### config.mk
export PLATFORM = sky130hd
export DESIGN_NAME = pe_writeback
export DESIGN_NICKNAME = d
export VERILOG_FILES = /design/src/rtl/pe_writeback.sv
export SDC_FILE = /design/constraint.sdc
export NUM_CORES = 1
export LEC_CHECK = 0
export CORE_ASPECT_RATIO = 0.9
export CORE_UTILIZATION = 36
export CTS_CLUSTER_SIZE = 30
export DETAILED_ROUTE_END_ITERATION = 10
export DONT_BUFFER_PORTS = 1
export PLACE_DENSITY = 0.49
export REMOVE_ABC_BUFFERS = 1
export SLEW_MARGIN = 0
export SYNTH_ARGS = -nofsm -noshare
export SYNTH_HDL_FRONTEND = slang
export SYNTH_SLANG_ARGS = --single-unit
### constraint.sdc
create_clock -name clk -period 8.6 [get_ports clk]
set_input_delay 1.72 -clock clk [delete_from_list [all_inputs] [get_ports clk]]
set_output_delay 1.72 -clock clk [all_outputs]
set_load 0.01 [all_outputs]
### src/rtl/pe_writeback.sv
// pe_writeback: result writeback stage between the PE core and the PE
// register file.
//
// Captures each valid PE result (data + destination tag) into a small
// in-order FIFO and drains one entry per cycle into the register file's
// single write port. A host/debug write request takes the port ahead of
// the drain for that cycle.
//
// Ports:
//   clk, rst_n        clock, asynchronous active-low reset
//   res_data/res_dst  PE result and its destination register
//   res_valid         result valid this cycle
//   wb_ready          FIFO can accept a result (count < DEPTH)
//   ext_wr_en/addr/data  host write request, highest priority
//   rf_wr_en/addr/data   registered register-file write port
//   pending_mask      one bit per register with a queued or in-flight drain
//   fifo_count        current FIFO occupancy
//   overflow          sticky: a result arrived while full and was dropped
//   ovf_clr           synchronous clear of overflow
module pe_writeback #(
  parameter int DATA_WIDTH = 32,
  parameter int ADDR_WIDTH = 5,
  parameter int NUM_REGS   = 32,
  parameter int DEPTH      = 4
) (
  input  logic                    clk,
  input  logic                    rst_n,
  input  logic [DATA_WIDTH-1:0]   res_data,
  input  logic [ADDR_WIDTH-1:0]   res_dst,
  input  logic                    res_valid,
  output logic                    wb_ready,
  input  logic                    ext_wr_en,
  input  logic [ADDR_WIDTH-1:0]   ext_wr_addr,
  input  logic [DATA_WIDTH-1:0]   ext_wr_data,
  output logic                    rf_wr_en,
  output logic [ADDR_WIDTH-1:0]   rf_wr_addr,
  output logic [DATA_WIDTH-1:0]   rf_wr_data,
  output logic [NUM_REGS-1:0]     pending_mask,
  output logic [$clog2(DEPTH):0]  fifo_count,
  output logic                    overflow,
  input  logic                    ovf_clr
);

  localparam int PW = $clog2(DEPTH);
  localparam int CW = PW + 1;
  localparam logic [CW-1:0]       DEPTH_C = CW'(DEPTH);
  localparam logic [CW-1:0]       CNT_ONE = {{PW{1'b0}}, 1'b1};
  localparam logic [PW-1:0]       PTR_ONE = {{(PW-1){1'b0}}, 1'b1};
  localparam logic [NUM_REGS-1:0] REG_ONE = {{(NUM_REGS-1){1'b0}}, 1'b1};

  logic [DATA_WIDTH-1:0] data_mem_q [DEPTH];
  logic [ADDR_WIDTH-1:0] dst_mem_q  [DEPTH];
  logic [PW-1:0]         wr_ptr_q;
  logic [PW-1:0]         rd_ptr_q;
  logic [CW-1:0]         count_q;
  logic [CW-1:0]         count_d;
  logic                  rf_wr_en_q;
  logic [ADDR_WIDTH-1:0] rf_wr_addr_q;
  logic [DATA_WIDTH-1:0] rf_wr_data_q;
  logic                  drain_q;     // current output-stage write came from the FIFO
  logic                  overflow_q;
  logic                  not_full_s;
  logic                  push_s;
  logic                  pop_s;
  logic                  drop_s;
  logic [NUM_REGS-1:0]   pending_s;

  // Push/pop decisions; the full check uses the pre-edge count so a pop in
  // the same cycle never makes room for a push into a full FIFO.
  always_comb begin
    not_full_s = (count_q < DEPTH_C);
    push_s     = res_valid & not_full_s;
    drop_s     = res_valid & ~not_full_s;
    pop_s      = ~ext_wr_en & (count_q != {CW{1'b0}});
  end

  // Next occupancy
  always_comb begin
    count_d = count_q;
    case ({push_s, pop_s})
      2'b10:   count_d = count_q + CNT_ONE;
      2'b01:   count_d = count_q - CNT_ONE;
      default: count_d = count_q;
    endcase
  end

  // FIFO storage, pointers and occupancy
  always_ff @(posedge clk or negedge rst_n) begin
    if (!rst_n) begin
      for (int i = 0; i < DEPTH; i++) begin
        data_mem_q[i] <= {DATA_WIDTH{1'b0}};
        dst_mem_q[i]  <= {ADDR_WIDTH{1'b0}};
      end
      wr_ptr_q <= {PW{1'b0}};
      rd_ptr_q <= {PW{1'b0}};
      count_q  <= {CW{1'b0}};
    end else begin
      if (push_s) begin
        data_mem_q[wr_ptr_q] <= res_data;
        dst_mem_q[wr_ptr_q]  <= res_dst;
        wr_ptr_q             <= wr_ptr_q + PTR_ONE;
      end
      if (pop_s) begin
        rd_ptr_q <= rd_ptr_q + PTR_ONE;
      end
      count_q <= count_d;
    end
  end

  // Register-file output stage: host write first, then FIFO drain, else idle
  always_ff @(posedge clk or negedge rst_n) begin
    if (!rst_n) begin
      rf_wr_en_q   <= 1'b0;
      rf_wr_addr_q <= {ADDR_WIDTH{1'b0}};
      rf_wr_data_q <= {DATA_WIDTH{1'b0}};
      drain_q      <= 1'b0;
    end else if (ext_wr_en) begin
      rf_wr_en_q   <= 1'b1;
      rf_wr_addr_q <= ext_wr_addr;
      rf_wr_data_q <= ext_wr_data;
      drain_q      <= 1'b0;
    end else if (pop_s) begin
      rf_wr_en_q   <= 1'b1;
      rf_wr_addr_q <= dst_mem_q[rd_ptr_q];
      rf_wr_data_q <= data_mem_q[rd_ptr_q];
      drain_q      <= 1'b1;
    end else begin
      // addr/data deliberately hold their last value
      rf_wr_en_q   <= 1'b0;
      drain_q      <= 1'b0;
    end
  end

  // Sticky overflow; a drop in the same cycle as a clear keeps it set
  always_ff @(posedge clk or negedge rst_n) begin
    if (!rst_n) begin
      overflow_q <= 1'b0;
    end else if (drop_s) begin
      overflow_q <= 1'b1;
    end else if (ovf_clr) begin
      overflow_q <= 1'b0;
    end else begin
      overflow_q <= overflow_q;
    end
  end

  // Pending mask: slot i is live when its distance from the read pointer
  // (modulo DEPTH) is below the occupancy.
  always_comb begin
    pending_s = {NUM_REGS{1'b0}};
    for (int i = 0; i < DEPTH; i++) begin
      if ({1'b0, PW'(PW'(i) - rd_ptr_q)} < count_q) begin
        pending_s = pending_s | (REG_ONE << dst_mem_q[i]);
      end else begin
        pending_s = pending_s;
      end
    end
    if (rf_wr_en_q && drain_q) begin
      pending_s = pending_s | (REG_ONE << rf_wr_addr_q);
    end else begin
      pending_s = pending_s;
    end
  end

  assign wb_ready     = not_full_s;
  assign rf_wr_en     = rf_wr_en_q;
  assign rf_wr_addr   = rf_wr_addr_q;
  assign rf_wr_data   = rf_wr_data_q;
  assign pending_mask = pending_s;
  assign fifo_count   = count_q;
  assign overflow     = overflow_q;

endmodule

### After elaboration in Yosys (flattened, before gate mapping)

Index checks and enable logic that the tools add are counted.

| storage, ports and cells | value |
|---|---|
| bits in registers | 195 |
| input bits | 79 |
| output and inout bits | 75 |

| operators by class | value |
|---|---|
| $add $sub $neg | 8 |
| order comparisons | 8 |
| eq/ne operators | 2 |
| shift-type cells | 5 |
| multiplexer cells | 27 |
| bitwise logic cells | 11 |
| reduce and logical (&&, ||, !) cells | 6 |

Operators with widths:

| kind | count |
|---|---|
| $mux W32 | 10 |
| $shl A1 B5 Y32 const A | 5 |
| $bwmux W128 | 1 |
| $or A32 B32 Y32 | 4 |
| $bmux W32 S2 | 1 |
| $demux W32 S2 | 1 |
| $mux W5 | 5 |
| $bwmux W20 | 1 |
| $lt A2 B3 Y1 | 4 |
| $bmux W5 S2 | 1 |
| $demux W5 S2 | 1 |
| $ge A3 B3 Y1 const B | 2 |
| $not A2 Y3 | 2 |
| $pmux W3 S2 | 1 |
| $reduce_bool A2 Y1 | 3 |
| $mux W1 | 5 |
| $add A2 B1 Y2 const B | 2 |
| $sub A1 B2 Y2 const A | 2 |
| $sub A2 B2 Y2 const A | 2 |
| $add A3 B1 Y3 const B | 1 |
| $and A1 B1 Y1 | 3 |
| $lt A3 B1 Y1 const B | 1 |
| $lt A3 B3 Y1 const B | 1 |
| $reduce_bool A3 Y1 | 1 |
| 5 further kinds | 7 |

### Longest topological paths before layout

| depth | value |
|---|---|
| depth after elaboration | 11 |
| gate-level depth with buffers | 11 |
| mapped depth without buffers | 9 |

### Worst setup path before layout

No wires, ideal clock.

| timing | value |
|---|---|
| path type | flip-flop to output port |
| start point | reg rd_ptr_q[1] |
| end point | out pending_mask[16] |
| arrival time | 2288 ps |
| data required time | 6880 ps |
| path slack | 4592 ps |
| cell stages (with the launch flop) | 9 |
| cell sequence | dfrtp_1 -> buf_1 -> xnor2_1 -> inv_1 -> ha_1 -> and2b_2 -> a2111oi_4 -> a22oi_1 -> nand4_1 |

| on the way | value |
|---|---|
| cells in the longest elaborated chain, start to end | 11 |

Ends and longest elaborated chain:

| element | RTL line | RTL |
|---|---|---|
| from (decl) | 54 | `logic [PW-1:0] rd_ptr_q;` |
| from (signal assigned) | 95 | `rd_ptr_q <= {PW{1'b0}};` |
| from (signal assigned) | 104 | `rd_ptr_q <= rd_ptr_q + PTR_ONE;` |
| $sub A1 B2 Y2 | 152 | `if ({1'b0, PW'(PW'(i) - rd_ptr_q)} < count_q) begin` |
| $lt A2 B3 Y1 | 152 |  |
| $mux W32 | 152 |  |
| $or A32 B32 Y32 | 153 | `pending_s = pending_s \| (REG_ONE << dst_mem_q[i]);` |
| $mux W32 | 152 |  |
| $or A32 B32 Y32 | 153 |  |
| $mux W32 | 152 |  |
| $or A32 B32 Y32 | 153 |  |
| $mux W32 * | 152 |  |
| $or A32 B32 Y32 | 159 | `pending_s = pending_s \| (REG_ONE << rf_wr_addr_q);` |
| $mux W32 * | 158 | `if (rf_wr_en_q && drain_q) begin` |
| to (decl) | 38 | `output logic [NUM_REGS-1:0] pending_mask,` |

Every way passes the cells marked *; elsewhere a longest branch is shown, timed or not.

### Final worst setup path

| timing | value |
|---|---|
| start point | reg rd_ptr_q[1] |
| end point | out pending_mask[7] |

Same word-level chain as after synthesis.

==> impl_metrics.py <==
metrics = {
    "outcome": {
        "status": "finished clean",
    },
    "critical_path": {
        "critical_path.cell_chain": "buf_4 > xnor2_1 > inv_1 > ha_1 > and2b_2 > a2111oi_4 > a222oi_1 > nand3_1",
        "crit_fanout": 41,
        "endpoint_kind": "primary output",
        "cp-start-kind": "flop",
        "critical_path_arrival_ns": 3.32,
        "cp.required_ns": 6.88,
        "slowest_stage": "a2111oi_4",
        "cpPeakStageDelay_ns": 0.72,
        "crit_type": "flop to primary output",
    },
    "detailed_routing": {
        "drc": 0,
        "wl_met1_um": 12760,
        "vias": 6830,
        "top_layer_used": "met4",
        "post_drt_wl_per_cell_um": 25.93,
        "routed_wl_um": 29410,
        "ant_nets": 0,
        "met3WireLength_um": 2293,
        "drtIter0Drc": 816,
        "dr.pass1.iters": 8,
        "route.met2.wl_um": 13790,
        "post_drt_via_cell_ratio": 6.023,
    },
    "cells_and_area": {
        "n_fill_cell": 2588,
        "utilization": 0.3990,
        "area_growth_pct": 7.949,
        "insertedDiodeCount": 0,
        "design_area_um2": 10840,
        "drive_above_1_share": 0.3026,
        "fin_nets": 856,
    },
    "sta": {
        "timing.fmax_ghz": 0.1984,
        "hold_viol_final": 0,
        "finalSetupTns_ns": 0,
        "final.setup_skew_ns": 0.01787,
        "slew_headroom": 0.3108,
        "finalMaxSlewViolations": 0,
        "finalSetupViolations": 0,
        "min_period_ns": 5.042,
        "tightestPinTransition_ns": 1.034,
        "finalCritPeriodShare": 0.5862,
        "rsz0062_at_grt": "false",
    },
    "yosys": {
        "synth_enable_flop_cells": 0,
        "ys_ff_latch": 195,
        "async_flop_share": 1.000,
        "yosysUniqueCellTypes": 54,
        "ys_top_cells_by_count": "dfrtp_1 (195), mux2_2 (138), nor2_1 (85), o22ai_1 (41), mux4_2 (37)",
        "netlist_instances": 794,
        "syn_area_um2": 10040,
        "synth.largest_area_cell": "dfrtp_1",
        "synth-compound-area-share": 0.1096,
        "yosys_warnings": 0,
        "yosys.area_share.adder": 0.01321,
        "synth_seq_area_share": 0.4859,
        "synth_area_leaders": "dfrtp_1 (49%), mux2_2 (15%), mux4_2 (8.3%)",
        "synth_mux_area_frac": 0.2489,
        "synth_top_family_by_area": "multiplexers",
        "synthSimpleGateAreaFrac": 0.1042,
        "synth_top_cell_area_share": 0.4859,
        "ys.flop_type": "dfrtp_1",
        "yosysMostFrequentCell": "dfrtp_1",
        "yosys.area_share.xor_xnor": 0.006105,
        "avgSynthCellArea_um2": 12.65,
    },
    "floorplanning": {
        "rows": 57,
        "die_area_um2": 28570,
        "ios": 154,
        "initial_core_util": 0.3696,
        "fp.dieW_um": 178.1,
        "core_area_um2": 27170,
        "chipHeight_um": 160.4,
    },
    "placed_design": {
        "place_congestion": 0.9792,
        "dpl.hpwl_um": 19780,
        "post_dp_cell_area_um2": 10270,
        "portBuffers": 0,
    },
    "clock_network": {
        "root_buffer": "clkbuf_16",
        "path_clk_slew_ns": 0.08,
        "clockBufferDepth": 2,
        "h-tree-depth": 4,
        "clock_latency_ns": 0.43,
        "cts_buffers": 17,
        "cts_setup_buffers": 0,
        "cts_resized": 0,
        "cts_tree": "built",
        "hold_buffers": 0,
        "cts.sinks": 195,
    },
    "pwr": {
        "p_total_w": 0.004579,
        "intPower_w": 0.002693,
        "p_sw_frac": 0.4118,
        "clkPwrFrac": 0.170,
        "ir_worst_vdd_mv": 0.1676,
        "p_sw_w": 0.001886,
        "seq_power_share": 0.403,
        "powerDensity_nw_per_um2": 422.4,
        "p_leak_nw": 4.353,
        "p_comb_frac": 0.427,
    },
    "global_routing": {
        "grt_pass1_vias": 7379,
        "grt_max_degree": 196,
        "grt_usage": 0.2127,
        "overflow": 0,
        "antenna_found_initial": 0,
        "grt_pass1_wl_um": 45280,
    },
    "job": {
        "maxCapViolCount": 0,
    },
    "min_path": {
        "min_path_type": "flop to flop",
    },
}
==> power by group through the flow <==
stage | Combinational, W | Clock, W | Sequential [W]
6_report | 0.00196 | 0.000776 | 0.00185
5_1_grt | 0.00212 | 0.000837 | 0.00192
4_1_cts | 0.00197 | 0.000801 | 0.00185
3_5_place_dp | 0.00196 | 0 | 0.00186
3_3_place_gp | 0.00195 | 0 | 0.00183
2_1_floorplan | 0.00147 | 0 | 0.00175
==> critical path, delay by kind of cell, from the launching register on <==
family / cells / cell delay, ns
compound gates: 2 / 0.94
xor+xnor: 1 / 0.22
fa+ha+maj: 1 / 0.27
buf+inv: 2 / 0.63
flops: 1 / 0.34
simple gates: 2 / 0.49
==> logic make-up (layout without fill, tap and decap cells) <==
| logic type | after synthesis | after routing |
|---|---|---|
| multiplexers | 185 | 185 |
| AO/OA/AOI/OAI | 122 | 122 |
| AND/OR/NAND/NOR | 207 | 207 |
| XOR/XNOR | 7 | 7 |
| adder cells (fa/ha/maj) | 10 | 10 |
| flip-flops | 195 | 195 |
| buffers and inverters | 68 | 54 |
==> final timing paths <==
check,startpoint,to,slack (ns),cells after the start
max,rd_ptr_q[1],pending_mask[7],3.56,8
min,data_mem_q[39],data_mem_q[39],0.49,1
max reg2reg,fifo_count[0],fifo_count[1],5.23,7
min reg2reg,data_mem_q[39],data_mem_q[39],0.49,1
max in group asynchronous,rst_n,rd_ptr_q[0],7.28,0
min in group asynchronous,rst_n,rf_wr_data[19],0.97,0
==> state kept, by name, summed over array words and instances, names as in the netlist <==
signal / cells
data_mem_q: 128
rf_wr_data: 32
wr_ptr_q: 2
drain_q: 1
rd_ptr_q: 2
dst_mem_q: 20
fifo_count: 3
rf_wr_en: 1
overflow: 1
rf_wr_addr: 5
==> placed cells by master (no fill, tap or decap), types with 5 or more instances in the layout <==
cell type | netlist | routed
o22ai_1 | 41 | 41
a2111oi_4 | 8 | 8
nor3b_1 | 7 | 7
nand2_1 | 29 | 28
ha_1 | 9 | 9
nand2b_1 | 9 | 9
clkbuf_16 | 0 | 17
a22oi_1 | 18 | 18
mux2_1 | 10 | 10
a222oi_1 | 17 | 17
dfrtp_1 | 195 | 193
buf_4 | 9 | 5
o221ai_1 | 16 | 16
mux2_2 | 138 | 138
nor2_1 | 85 | 85
nor2b_1 | 17 | 17
inv_1 | 17 | 17
mux4_2 | 37 | 37
nand4_1 | 10 | 10
nand3_1 | 13 | 13
xnor2_1 | 6 | 6
nor3_1 | 6 | 6
==> metrics by stage <==
step	hold WS (ns)	setup slack, ns	std cells
CTS	0.4956	3.529	1134
floorplan	0.4588	3.513	743
global route	0.5151	3.377	1134
global placement	0.4679	3.866	1102
finish	0.4896	3.558	1134
detailed placement	0.4775	3.981	1102
==> layer usage <==
| layer | vias up | GRT usage |
|---|---|---|
| li1 | 2952 | - |
| met1 | 3576 | 0.2842 |
| met2 | 259 | 0.3369 |
| met3 | 43 | 0.05990 |
| met4 | 0 | 0.05905 |
| met5 | - | 0 |
==> cell type report <==
cell class	instances	area, µm²	share of cell area
Tap cell	354	442.9	0.04086
Multi-Input combinational cell	531	4843	0.4468
Timing Repair Buffer	5	37.54	0.003463
Clock buffer	18	429.2	0.03959
Clock inverter	14	138.9	0.01281
Inverter	17	63.81	0.005886
Sequential cell	195	4885	0.4506
Note: power is estimated with default switching activity, not from simulation.
